$ cat src/rtl/grad_pkg.sv
// Shared constants and helpers for the 3x3 gradient pipeline.
// Operator weights live here so every axis instance agrees on them.
package grad_pkg;

    localparam logic [1:0] GRAD_SOBEL   = 2'd0;
    localparam logic [1:0] GRAD_SCHARR  = 2'd1;
    localparam logic [1:0] GRAD_PREWITT = 2'd2;

    typedef struct packed {
        logic [3:0] w_e;
        logic [3:0] w_c;
    } grad_wt_t;

    // Mode 3 is reserved and falls back to Sobel.
    function automatic grad_wt_t grad_weights(input logic [1:0] mode);
        grad_wt_t w;
        case (mode)
            GRAD_SCHARR:  w = '{w_e: 4'd3, w_c: 4'd10};
            GRAD_PREWITT: w = '{w_e: 4'd1, w_c: 4'd1};
            default:      w = '{w_e: 4'd1, w_c: 4'd2};
        endcase
        return w;
    endfunction

    // Worst case |G| is 16*(2^DATA_W-1), plus a sign bit and headroom for the sum.
    function automatic int grad_gw(input int data_w);
        return data_w + 6;
    endfunction

endpackage

$ cat src/rtl/grad_axis_weight.sv
// Weighted sum of three signed differences for one gradient axis.
// Scharr weights are realised with shift-add; no multipliers.
module grad_axis_weight
    import grad_pkg::*;
#(
    parameter int GW = 14
) (
    input  logic [1:0]           i_mode,
    input  logic signed [GW-1:0] i_d0,
    input  logic signed [GW-1:0] i_d1,
    input  logic signed [GW-1:0] i_d2,
    output logic signed [GW-1:0] o_g
);

    grad_wt_t             w_wt;
    logic signed [GW-1:0] w_e0;
    logic signed [GW-1:0] w_e2;
    logic signed [GW-1:0] w_c1;

    always_comb begin
        w_wt = grad_weights(i_mode);
        w_e0 = i_d0;
        w_e2 = i_d2;
        w_c1 = i_d1;
        if (w_wt.w_e == 4'd3) begin
            w_e0 = (i_d0 <<< 1) + i_d0;
            w_e2 = (i_d2 <<< 1) + i_d2;
        end
        case (w_wt.w_c)
            4'd10:   w_c1 = (i_d1 <<< 3) + (i_d1 <<< 1);
            4'd2:    w_c1 = i_d1 <<< 1;
            default: w_c1 = i_d1;
        endcase
        o_g = w_e0 + w_c1 + w_e2;
    end

endmodule

$ cat src/rtl/grad_3x3_pipe.sv
// Three-stage |Gx|+|Gy| pipeline on a valid/ready stream with per-frame
// operator/scale/threshold shadow config and a per-frame saturation counter.
module grad_3x3_pipe
    import grad_pkg::*;
#(
    parameter int DATA_W  = 8,
    parameter int OUT_W   = 8,
    parameter int SHIFT_W = 4,
    parameter int CNT_W   = 16
) (
    input  logic                  clk,
    input  logic                  rst,
    input  logic [1:0]            cfg_mode,
    input  logic [SHIFT_W-1:0]    cfg_shift,
    input  logic [OUT_W-1:0]      cfg_thresh,
    input  logic                  in_valid,
    output logic                  in_ready,
    input  logic [9*DATA_W-1:0]   in_win,
    input  logic                  in_sof,
    input  logic                  in_eol,
    output logic                  out_valid,
    input  logic                  out_ready,
    output logic [OUT_W-1:0]      out_mag,
    output logic                  out_edge,
    output logic                  out_sof,
    output logic                  out_eol,
    output logic [CNT_W-1:0]      sat_cnt
);

    localparam int GW = grad_gw(DATA_W);

    logic [1:0]           r_mode;
    logic [SHIFT_W-1:0]   r_shift;
    logic [OUT_W-1:0]     r_thresh;
    logic [1:0]           w_mode;
    logic [SHIFT_W-1:0]   w_shift;
    logic [OUT_W-1:0]     w_thresh;
    logic                 w_in_xfer, w_out_xfer, w_ld1, w_ld2, w_ld3;

    logic signed [GW-1:0] w_px [9];
    logic signed [GW-1:0] w_dx [3];
    logic signed [GW-1:0] w_dy [3];
    logic signed [GW-1:0] w_gx, w_gy;

    logic                 r_v1, r_sof1, r_eol1;
    logic signed [GW-1:0] r_gx, r_gy;
    logic [SHIFT_W-1:0]   r_shift1;
    logic [OUT_W-1:0]     r_thresh1;

    logic                 r_v2, r_sof2, r_eol2;
    logic [GW-1:0]        r_sum;
    logic [SHIFT_W-1:0]   r_shift2;
    logic [OUT_W-1:0]     r_thresh2;

    logic                 r_v3, r_sof3, r_eol3, r_sat3, r_edge;
    logic [OUT_W-1:0]     r_mag;
    logic [CNT_W-1:0]     r_cnt;

    logic [GW-1:0]        w_abs_x, w_abs_y, w_sum;
    logic [GW+OUT_W-1:0]  w_scaled;
    logic                 w_sat, w_edge;
    logic [OUT_W-1:0]     w_mag;

    assign w_ld3      = !r_v3 || out_ready;
    assign w_ld2      = !r_v2 || w_ld3;
    assign w_ld1      = !r_v1 || w_ld2;
    assign in_ready   = w_ld1;
    assign w_in_xfer  = in_valid && in_ready;
    assign w_out_xfer = r_v3 && out_ready;

    // The sof beat must already use the config it is about to load.
    assign w_mode   = in_sof ? cfg_mode   : r_mode;
    assign w_shift  = in_sof ? cfg_shift  : r_shift;
    assign w_thresh = in_sof ? cfg_thresh : r_thresh;

    always_ff @(posedge clk or posedge rst) begin
        if (rst) begin
            r_mode   <= GRAD_SCHARR;
            r_shift  <= SHIFT_W'(3);
            r_thresh <= '1;
        end else if (w_in_xfer && in_sof) begin
            r_mode   <= cfg_mode;
            r_shift  <= cfg_shift;
            r_thresh <= cfg_thresh;
        end
    end

    for (genvar i = 0; i < 9; i++) begin : g_px
        assign w_px[i] = GW'(in_win[i*DATA_W +: DATA_W]);
    end

    always_comb begin
        for (int k = 0; k < 3; k++) begin
            w_dx[k] = w_px[3*k+2] - w_px[3*k];
            w_dy[k] = w_px[k] - w_px[k+6];
        end
    end

    grad_axis_weight #(.GW(GW)) u_gx (
        .i_mode (w_mode),
        .i_d0   (w_dx[0]),
        .i_d1   (w_dx[1]),
        .i_d2   (w_dx[2]),
        .o_g    (w_gx)
    );

    grad_axis_weight #(.GW(GW)) u_gy (
        .i_mode (w_mode),
        .i_d0   (w_dy[0]),
        .i_d1   (w_dy[1]),
        .i_d2   (w_dy[2]),
        .o_g    (w_gy)
    );

    always_ff @(posedge clk or posedge rst) begin
        if (rst) begin
            r_v1      <= 1'b0;
            r_gx      <= '0;
            r_gy      <= '0;
            r_sof1    <= 1'b0;
            r_eol1    <= 1'b0;
            r_shift1  <= '0;
            r_thresh1 <= '0;
        end else if (w_ld1) begin
            r_v1 <= in_valid;
            if (in_valid) begin
                r_gx      <= w_gx;
                r_gy      <= w_gy;
                r_sof1    <= in_sof;
                r_eol1    <= in_eol;
                r_shift1  <= w_shift;
                r_thresh1 <= w_thresh;
            end
        end
    end

    assign w_abs_x = r_gx[GW-1] ? -r_gx : r_gx;
    assign w_abs_y = r_gy[GW-1] ? -r_gy : r_gy;
    assign w_sum   = w_abs_x + w_abs_y;

    always_ff @(posedge clk or posedge rst) begin
        if (rst) begin
            r_v2      <= 1'b0;
            r_sum     <= '0;
            r_sof2    <= 1'b0;
            r_eol2    <= 1'b0;
            r_shift2  <= '0;
            r_thresh2 <= '0;
        end else if (w_ld2) begin
            r_v2 <= r_v1;
            if (r_v1) begin
                r_sum     <= w_sum;
                r_sof2    <= r_sof1;
                r_eol2    <= r_eol1;
                r_shift2  <= r_shift1;
                r_thresh2 <= r_thresh1;
            end
        end
    end

    // Widened so the saturation test and the low slice are valid for any OUT_W.
    assign w_scaled = {{OUT_W{1'b0}}, r_sum} >> r_shift2;
    assign w_sat    = |w_scaled[GW+OUT_W-1:OUT_W];
    assign w_mag    = w_sat ? {OUT_W{1'b1}} : w_scaled[OUT_W-1:0];
    assign w_edge   = w_mag >= r_thresh2;

    always_ff @(posedge clk or posedge rst) begin
        if (rst) begin
            r_v3   <= 1'b0;
            r_mag  <= '0;
            r_edge <= 1'b0;
            r_sat3 <= 1'b0;
            r_sof3 <= 1'b0;
            r_eol3 <= 1'b0;
        end else if (w_ld3) begin
            r_v3 <= r_v2;
            if (r_v2) begin
                r_mag  <= w_mag;
                r_edge <= w_edge;
                r_sat3 <= w_sat;
                r_sof3 <= r_sof2;
                r_eol3 <= r_eol2;
            end
        end
    end

    always_ff @(posedge clk or posedge rst) begin
        if (rst) begin
            r_cnt <= '0;
        end else if (w_out_xfer) begin
            if (r_sof3) begin
                r_cnt <= CNT_W'(r_sat3);
            end else if (r_sat3 && (r_cnt != '1)) begin
                r_cnt <= r_cnt + 1'b1;
            end
        end
    end

    assign out_valid = r_v3;
    assign out_mag   = r_mag;
    assign out_edge  = r_edge;
    assign out_sof   = r_sof3;
    assign out_eol   = r_eol3;
    assign sat_cnt   = r_cnt;

endmodule

$ cat config.mk
export PLATFORM = sky130hd
export DESIGN_NAME = grad_3x3_pipe
export DESIGN_NICKNAME = d
export VERILOG_FILES = /design/src/rtl/grad_pkg.sv /design/src/rtl/grad_axis_weight.sv /design/src/rtl/grad_3x3_pipe.sv
export SDC_FILE = /design/constraint.sdc
export NUM_CORES = 1
export LEC_CHECK = 0
export CAP_MARGIN = 30
export CELL_PAD_IN_SITES_DETAIL_PLACEMENT = 0
export CELL_PAD_IN_SITES_GLOBAL_PLACEMENT = 1
export CORE_MARGIN = 3
export CORE_UTILIZATION = 51
export CTS_BUF_LIST = sky130_fd_sc_hd__clkbuf_8
export CTS_CLUSTER_DIAMETER = 200
export DETAILED_ROUTE_END_ITERATION = 10
export PLACE_DENSITY_LB_ADDON = 0.08
export SYNTH_ARGS = -nofsm -noshare
export SYNTH_HDL_FRONTEND = slang
export SYNTH_HIERARCHICAL = 1
export SYNTH_SLANG_ARGS = --single-unit
$ cat constraint.sdc
create_clock -name clk -period 13.45 [get_ports clk]
set_input_delay 3.3625 -clock clk [delete_from_list [all_inputs] [get_ports clk]]
set_output_delay 3.3625 -clock clk [all_outputs]
set_load 0.05 [all_outputs]
* Word level (Yosys, flattened, before mapping)
Cells that the tools add are included.
** Storage, ports and cells
- Word-level logic and storage cells :: 82
- Flip-flop bits (word level) :: 115
- Input port bits :: 92
** Cells by class
- Add/sub/neg operators :: 20
- Order comparisons :: 1
- Equality and inequality tests :: 6
- Reductions and logical operators :: 16
- Shifts and indexed selects :: 1
- Multiplexer cells :: 15
** Operators by type and width (number)
- 2-to-1 mux 14 bit :: 6
- adder 14 bit :: 5
- one-hot mux 14 bit (2 select lines) :: 2
- subtractor 8 x 8 -> 9 bit :: 6
- adder 10 x 9 -> 11 bit :: 4
- 2-to-1 mux 16 bit :: 2
- negator 14 bit :: 2
- adder 12 x 10 -> 13 bit :: 2
- right shift 14 x 4 -> 22 bit :: 1
- adder 16 x 1 -> 16 bit, second input constant :: 1
- 2-to-1 mux 8 bit :: 2
- != test 16 bit, second input constant :: 1
- OR reduction 14 bit :: 1
- one-hot mux 6 bit (2 select lines) :: 1
- >= comparator 8 bit :: 1
- AND reduction 2 bit :: 4
- == test 2 bit, second input constant :: 2
- == test 4 x 2 -> 1 bit, second input constant :: 1
- == test 4 bit, second input constant :: 1
- logical AND 1 bit :: 4
- 2-to-1 mux 4 bit :: 1
- logical NOT 1 bit :: 3
- logical OR 1 bit :: 3
- == test 2 x 1 -> 1 bit, second input constant :: 1
- other kinds (2) :: 2

* Longest topological paths before layout
Gate-level depths: netlist (run 1).
- Depth in word-level cells :: 7
- Mapped depth :: 29

* Hierarchy
Netlist (run 1), hierarchy kept.
** Modules (own cells, without submodules)
- grad_3x3_pipe :: cells each 886, area an instance 8446.9 µm², sequential area each 2891.5 µm², times used 1
- grad_axis_weight at u_gx :: cells each 351, area an instance 2777.7 µm², sequential area each 0.0 µm², times used 1
- grad_axis_weight at u_gy :: cells each 351, area an instance 2760.1 µm², sequential area each 0.0 µm², times used 1

* Worst setup path after synthesis (run 1)
Ideal clock, no wire load.
- Path kind :: input-to-reg
- From :: input port in_win[50]
- To :: register r_gy[13]
- Buffers on the path :: 0
- Setup slack :: 4.786 ns
- Cell stages on the path :: 25
- Data arrival time :: 8.539 ns
- Setup time :: 0.125 ns
- Cell sequence :: inv_1 ha_1 nor2b_1 o21ai_0 a21boi_0 o21ai_0 nand2b_1 a31oi_1 ha_1 and3_1 a2111oi_2 xnor2_1 mux2i_1 fa_1 inv_1 ha_1 a21oi_1 nand2_1 nor2_1 nand2_1 a41oi_1 xnor2_1 xnor2_1 xor2_1 mux2_2
** RTL lines
- from (decl) :: RTL line grad_3x3_pipe.sv:18 : input logic [9*DATA_W-1:0] in_win,
- to (signal assigned) :: RTL line grad_3x3_pipe.sv:128 : r_gy <= w_gy;
- to (decl) :: RTL line grad_3x3_pipe.sv:46 : logic signed [GW-1:0] r_gx, r_gy;

==> out/qor.csv, run 1 <==
stage,metric,value,unit
die,Std-Cell Rows,59,
pwr,Switch Pwr,1.76,mW
die,Core Region,26500,um^2
place,dpl cells,2004,
critical_path,CP top delay family,compound AO/OA/AOI/OAI gates,
synthesis,Post-synth top flop,dfrtp_1,
cells_and_area,area delta synth->final,13.7,%
grt,met1 Use GR,0.281,
pwr,PwrDens,236,nW/um^2
critical_path,Worst Path Arrival,9.79,ns
sta,Final min period,9.47,ns
critical_path,reg2reg start,r_mode[0],
sta,hold slack,0.475,ns
grt,antenna violations before repair,0,
place,GPL Wtd Cong,0.863,
die,Starting Density,0.528,
synthesis,Netlist cell types,81,
pwr,Comb pwr share,0.740,
synthesis,flop and latch count out of synthesis,115,
clock_tree,"Reg clk slew, reported paths",0.07,ns
die,Die W,172,um
status,status,"complete, no violations",
critical_path,highest cell delay on the worst timing path,0.55,ns
place,HPWL after DPL,24900,um
synthesis,Post-Synthesis Cells,1588,
place,worst slack at placement,3.58,ns
critical_path,CP bufs+invs,3,
synthesis,Synth async-reset ratio,1.00,
routing,Vias,11300,
synthesis,"EDFF count, synth",0,
die,I/O pin cnt,121,
cells_and_area,# diodes,0,
critical_path,worst r2r path cells,20,
pwr,Sw Ratio,0.469,
min_path,class of the worst hold path,reg -> reg,
grt,largest net degree at the start of global routing,65,
clock_tree,Inserted Clock Buffers,17,
critical_path,"Req. time, crit path",13.77,ns
sta,setup violation total in the final timing report,0,
synthesis,Area contributors post-synth,"dfrtp_1, ha_1, xnor2_1",
cells_and_area,final non-filler cell total,2036,
synthesis,synthesized area,14000,um^2
synthesis,synthesized net count,1891,
pwr,Lkg Pwr,7.30,nW
sta,final max-slew violation count,0,
place,Port-buffer cells,112,
routing,average wire per standard cell,14.9,um
synthesis,cell taking the most area after synthesis,dfrtp_1,
routing,Vias/cell,5.54,
synthesis,Mapped Avg Cell Area,8.81,um^2
min_path,WHS Path Cells,2,
critical_path,RR Endpoint,r_gx[13],
grt,met3 usage,0.0184,
sta,Final period util,0.704,
critical_path,Crit Path Category,in -> reg,
pwr,Max rail drop VDD,0.126,mV
routing,Routed Wire Length,30400,um
sta,worst slew pin tran,0.969,ns
clock_tree,Post-CTS Setup Repair Bufs,0,
clock_tree,H-tree depth,4,
min_path,Hold EP,r_sof1,
grt,GRT Max-Usage Layer,met2,
sta,Slew headroom,0.352,
clock_tree,Skew-Pair Late Insertion Delay,0.43,ns
sta,clk_skew,0.00737,ns
cells_and_area,Nets,1991,
critical_path,"critical path fanouts, max",5,
min_path,hold wc startpoint,r_sof1,
grt,vias in the first global route,11100,
routing,initial DRC count,631,
clock_tree,CTS tree,done,
grt,gr ovfl total,0,
routing,DRC Markers,0,
die,chip height,172,um
clock_tree,CTS sink count,115,
sta,Highest Clock Rate,0.106,GHz
pwr,Internal,1.99,mW
grt,All-Layer GR Usage,0.213,
clock_tree,Root Buffer,clkbuf_8,
critical_path,reg2reg setup slack,8.61,ns
routing,ANT nets after route,0,
clock_tree,post-cts resize count,0,
critical_path,CP startpoint kind,input pin,
critical_path,critical path capture point type,flop,
pwr,clock share of power,0.094,
routing,TritonRoute pass-1 iters,5,
sta,RSZ-0062 raised after global routing,false,
sta,TNS Setup,0,ns
job,Max Cap Viol,0,
sta,final worst slack,3.98,ns
clock_tree,CTS hold repair buffers,0,
synthesis,Synth top area share,0.186,
clock_tree,Clock Tree Buf Depth,2,
grt,first-pass GRT wire length,52400,um
pwr,Reg power frac,0.166,
sta,Hold Fails Final Rpt,0,
die,die area,29400,um^2
synthesis,share of the yosys chip area belonging to registers,0.207,
grt,Global Route met2 Usage,0.378,
synthesis,Yosys warnings,6,
critical_path,slowest cell on the critical path,clkdlybuf4s50_1,
cells_and_area,layout cell share with drive strength beyond 1,0.0929,
[metrics by stage]
stage | utilization | area, um^2 | power, mW
final | 0.600 | 15900 | 3.75
after CTS | 0.600 | 15900 | 3.77
after global placement | 0.582 | 15400 | 3.35
after detailed placement | 0.583 | 15500 | 3.40
after global routing | 0.600 | 15900 | 4.17
after floorplan | - | 14000 | 2.83
[cell families (layout without fill, tap and decap cells)]
| logic type | Yosys count | after routing | synth area share |
|---|---|---|---|
| flops | 115 | 115 | 0.207 |
| simple gates | 351 | 351 | 0.125 |
| fa+ha+maj | 211 | 211 | 0.211 |
| mux | 133 | 133 | 0.110 |
| compound gates | 405 | 405 | 0.190 |
| buf+inv | 222 | 335 | 0.0617 |
| xor+xnor | 151 | 151 | 0.0965 |
[registers in the layout, summed over array words and instances (netlist names), 2 cells and up]
signal and flops:
r_shift1 4, out_mag 8, r_mode 2, r_thresh1 8
r_thresh2 8, r_sum 14, sat_cnt 16, r_shift2 4
r_gy 14, r_thresh 8, r_gx 14, r_shift 4
[per-layer routing]
| metal | vias up | wire [um] |
|---|---|---|
| li1 | 5817 | - |
| met1 | 5270 | 14600 |
| met2 | 167 | 14700 |
| met3 | 25 | 755 |
| met4 | 0 | 370 |
| met5 | - | 0 |
[worst max path at each step]
stage	endpoint	cells past startpoint	slack [ns]	startpoint
3_5_place_dp	r_gy[13]	29	3.58	in_win[0]
2_1_floorplan	r_gy[13]	25	4.79	in_win[50]
4_1_cts	r_gy[13]	29	4.02	in_win[0]
6_report	r_gy[13]	29	3.98	in_win[0]
3_3_place_gp	r_gy[13]	29	3.66	in_win[0]
5_1_grt	r_gy[13]	29	3.58	in_win[0]
[cell usage after synthesis (all sizes together), types with 7 or more instances]
cell type	instances
o211ai	13
ha	170
mux4	10
o31ai	15
nor2b	28
nor3	23
a21o	40
a21oi	90
inv	180
clkbuf	30
a221o	18
o21ai	122
nand2b	25
nor2	90
o21a	20
and3	13
mux2i	60
or2	8
xor2	40
dfstp	11
a21boi	10
fa	41
o31a	7
a31oi	17
mux2	63
buf	11
nand3	13
o21bai	10
or3	10
nand2	107
dfrtp	104
xnor2	109
o41ai	7
[cell usage in the layout (no fill, tap or decap), types with 6 or more instances in the layout]
master           Yosys  routed
inv_1              180     179
ha_1               170     170
o21ai_0            117     117
clkdlybuf4s50_1      0     112
xnor2_1            109     109
nand2_1            106     105
dfrtp_1            104     104
a21oi_1             90      90
nor2_1              89      89
mux2_2              63      63
mux2i_1             60      60
fa_1                41      41
xor2_1              40      40
a21o_1              39      39
nor2b_1             28      28
nand2b_1            24      24
nor3_1              23      23
o21a_1              20      20
clkbuf_8             1      19
a221o_1             18      18
a31oi_1             17      16
o31ai_1             14      14
and3_1              13      13
o211ai_1            13      13
nand3_1             13      13
dfstp_2             11      11
mux4_2              10      10
o21bai_1            10      10
buf_4                0       9
or3_1                8       8
or2_2                8       8
o31a_1               7       7
a21boi_0             7       7
and2_1               6       6
nand4_1              6       6
o41ai_1              6       6
a2bb2oi_1            6       6
[layout make-up]
| class | instances | area [um^2] |
|---|---|---|
| Clock buffer | 19 | 262 |
| Clock inverter | 13 | 180 |
| Fill cell | 2396 | 10600 |
| Inverter | 181 | 696 |
| Multi-Input combinational cell | 1251 | 10200 |
| Sequential cell | 115 | 2890 |
| Tap cell | 335 | 419 |
| Timing Repair Buffer | 122 | 1210 |
[power by group through the flow]
stage               logic [mW]  registers, mW  clock network, mW
floorplan                 2.20          0.633                  0
global placement          2.73          0.622                  0
detailed placement        2.77          0.629                  0
CTS                       2.79          0.622              0.362
global route              3.14          0.644              0.379
finish                    2.78          0.621              0.354
[worst min-delay path, stage by stage, from the launching register on]
cell and delay [ns]:
dfrtp_1 0.34, nand2_1 0.05, nand2_1 0.05
Note: power is estimated with default switching activity, not from simulation.
==> run 2: changes to the inputs <==
--- a/config.mk
+++ b/config.mk
@@ -9,7 +9,7 @@
 export CELL_PAD_IN_SITES_DETAIL_PLACEMENT = 0
 export CELL_PAD_IN_SITES_GLOBAL_PLACEMENT = 1
 export CORE_MARGIN = 3
-export CORE_UTILIZATION = 51
+export CORE_UTILIZATION = 42
 export CTS_BUF_LIST = sky130_fd_sc_hd__clkbuf_8
 export CTS_CLUSTER_DIAMETER = 200
 export DETAILED_ROUTE_END_ITERATION = 10
==> constraint.sdc (replaced) <==
create_clock -name clk -period 8.1 [get_ports clk]
set_input_delay 2.025 -clock clk [delete_from_list [all_inputs] [get_ports clk]]
set_output_delay 2.025 -clock clk [all_outputs]
set_load 0.05 [all_outputs]
==> out/qor.csv, run 2 (synthesis gave the netlist of run 1 again) <==
stage,metric,value,unit,change
status,status,"complete, no violations",,
sta,hold slack,0.480,ns,+0.00549 ns
grt,gr ovfl total,0,,unchanged
die,Std-Cell Rows,66,,+12%
cells_and_area,layout cell share with drive strength beyond 1,0.105,,+0.0125
sta,setup violation total in the final timing report,0,,unchanged
critical_path,worst r2r path cells,20,,unchanged
clock_tree,Post-CTS Setup Repair Bufs,0,,unchanged
place,GPL Wtd Cong,0.857,,-0.67%
clock_tree,Root Buffer,clkbuf_8,,
place,Port-buffer cells,112,,unchanged
clock_tree,CTS tree,done,,
pwr,Sw Ratio,0.469,,about the same
critical_path,Critical Path End,r_gy[13],,
pwr,Comb pwr share,0.748,,+0.008
min_path,class of the worst hold path,reg -> reg,,
sta,final max-slew violation count,0,,unchanged
pwr,Reg power frac,0.164,,-0.002
sta,Final min period,7.70,ns,
sta,final worst slack,0.397,ns,-3.59 ns
place,worst slack at placement,-0.184,ns,-3.76 ns
routing,Vias,11200,,-0.98%
critical_path,CP startpoint kind,input pin,,
cells_and_area,Largest register FFs,16,,unchanged
grt,first-pass GRT wire length,53400,um,+1.9%
sta,TNS Setup,0,ns,unchanged
routing,Vias/cell,5.15,,-7.1%
routing,ANT nets after route,0,,unchanged
min_path,hold wc startpoint,r_thresh1[6],,
die,die area,35500,um^2,+21%
grt,largest net degree at the start of global routing,61,,-6.2%
critical_path,reg2reg start,r_mode[0],,
cells_and_area,multi-input logic area,10200,um^2,about the same
pwr,Internal,3.33,mW,+67%
clock_tree,CTS sink count,115,,unchanged
critical_path,"Req. time, crit path",8.43,ns,-5.34 ns
sta,Highest Clock Rate,0.130,GHz,
routing,average wire per standard cell,14.5,um,-3.0%
critical_path,highest cell delay on the worst timing path,0.53,ns,-0.02 ns
place,HPWL after DPL,26200,um,+5.2%
cells_and_area,FF+latch area,2890,um^2,unchanged
critical_path,critical path capture point type,flop,,
die,chip height,188,um,+9.8%
routing,DRC Markers,0,,unchanged
job,Max Cap Viol,0,,unchanged
critical_path,Critical Path Start,in_win[0],,
critical_path,slowest cell on the critical path,clkdlybuf4s50_1,,
cells_and_area,Nets,2017,,+1.3%
critical_path,"critical path fanouts, max",4,,-1
pwr,Max rail drop VDD,0.162,mV,+28%
clock_tree,H-tree depth,4,,unchanged
cells_and_area,"commonest non-fill, non-tap cell in the layout",inv_1,,
pwr,Switch Pwr,2.94,mW,+67%
pwr,Lkg Pwr,7.43,nW,+1.7%
cells_and_area,area delta synth->final,15.8,%,
pwr,clock share of power,0.087,,-0.007
clock_tree,Clock Tree Buf Depth,2,,unchanged
grt,antenna violations before repair,1,,+1
critical_path,RR Endpoint,r_gx[13],,
grt,All-Layer GR Usage,0.179,,-0.0343
routing,Routed Wire Length,31400,um,+3.4%
die,Die W,188,um,+9.8%
critical_path,Worst Path Arrival,8.03,ns,-1.76 ns
critical_path,Crit Path Category,in -> reg,,
cells_and_area,Fill cells,3163,,+32%
sta,Slew headroom,0.433,,+0.0808
sta,RSZ-0062 raised after global routing,false,,
cells_and_area,"Core Util, Final",0.495,,-0.105
routing,TritonRoute pass-1 iters,6,,+1
pwr,Power Total,6.27,mW,+67%
critical_path,reg2reg setup slack,3.20,ns,-5.41 ns
clock_tree,Inserted Clock Buffers,17,,unchanged
sta,Final period util,0.951,,
sta,Hold Fails Final Rpt,0,,unchanged
die,I/O pin cnt,121,,unchanged
routing,initial DRC count,398,,-37%
die,Starting Density,0.428,,-0.100
pwr,PwrDens,387,nW/um^2,+64%
grt,vias in the first global route,11000,,-0.61%
cells_and_area,"commonest non-fill, non-tap cells in the layout","inv_1, ha_1, o21ai_0, clkdlybuf4s50_1, xnor2_1",,
clock_tree,Skew-Pair Late Insertion Delay,0.44,ns,about the same
sta,worst slew pin tran,0.851,ns,-0.118 ns
clock_tree,"Reg clk slew, reported paths",0.07,ns,about the same
sta,clk_skew,0.00867,ns,+0.00131 ns
die,Core Region,32700,um^2,+23%
[run 2: routing by layer]
layer,part of all wire,global-route usage
met4,0.015,0.0427
met1,0.50,0.241
met5,0,0
met2,0.46,0.305
met3,0.028,0.0242
[run 2: repair_timing]
item                       in CTS  in global routing
setup endpoints to repair       0                  2
resized for setup               0                  1
hold buffers                    0                  0
[run 2: worst max-delay path: cells and delay by family]
family	cells	cell delay (ns)
AO/OA/AOI/OAI	8	1.77
buffers and inverters	3	0.63
adder cells (fa/ha/maj)	5	1.72
XOR/XNOR	5	0.90
multiplexers	2	0.37
AND/OR/NAND/NOR	6	0.61
[run 2: area by class of cell]
type	count	area share
clock buffers	19	0.0161
well taps	442	0.0342
multi-input cells	1251	0.633
flip-flops and latches	115	0.179
inverters	181	0.0430
clock inverters	13	0.00881
diodes	1	0.000155
repair buffers	148	0.0867
[run 2: power groups by stage]
stage | clock [mW] | sequential (mW) | combinational [mW]
floorplan | 0 | 1.05 | 3.66
global placement | 0 | 1.03 | 4.68
detailed placement | 0 | 1.04 | 4.73
CTS | 0.563 | 1.03 | 4.76
global route | 0.590 | 1.07 | 5.32
finish | 0.548 | 1.03 | 4.69
[run 2: how the worst min path moves through the flow]
stage,endpoint,cells after the start
2_1_floorplan,r_sof1,2
3_3_place_gp,r_thresh2[7],2
3_5_place_dp,r_sof1,2
4_1_cts,r_sof1,2
5_1_grt,r_thresh2[6],2
6_report,r_thresh1[6],2
[run 2: stage by stage]
stage / area [um^2] / instances
6_report: 16200 / 2170
5_1_grt: 16200 / 2170
4_1_cts: 16200 / 2169
3_5_place_dp: 15800 / 2137
3_3_place_gp: 15800 / 2136
2_1_floorplan: 14000 / 1588
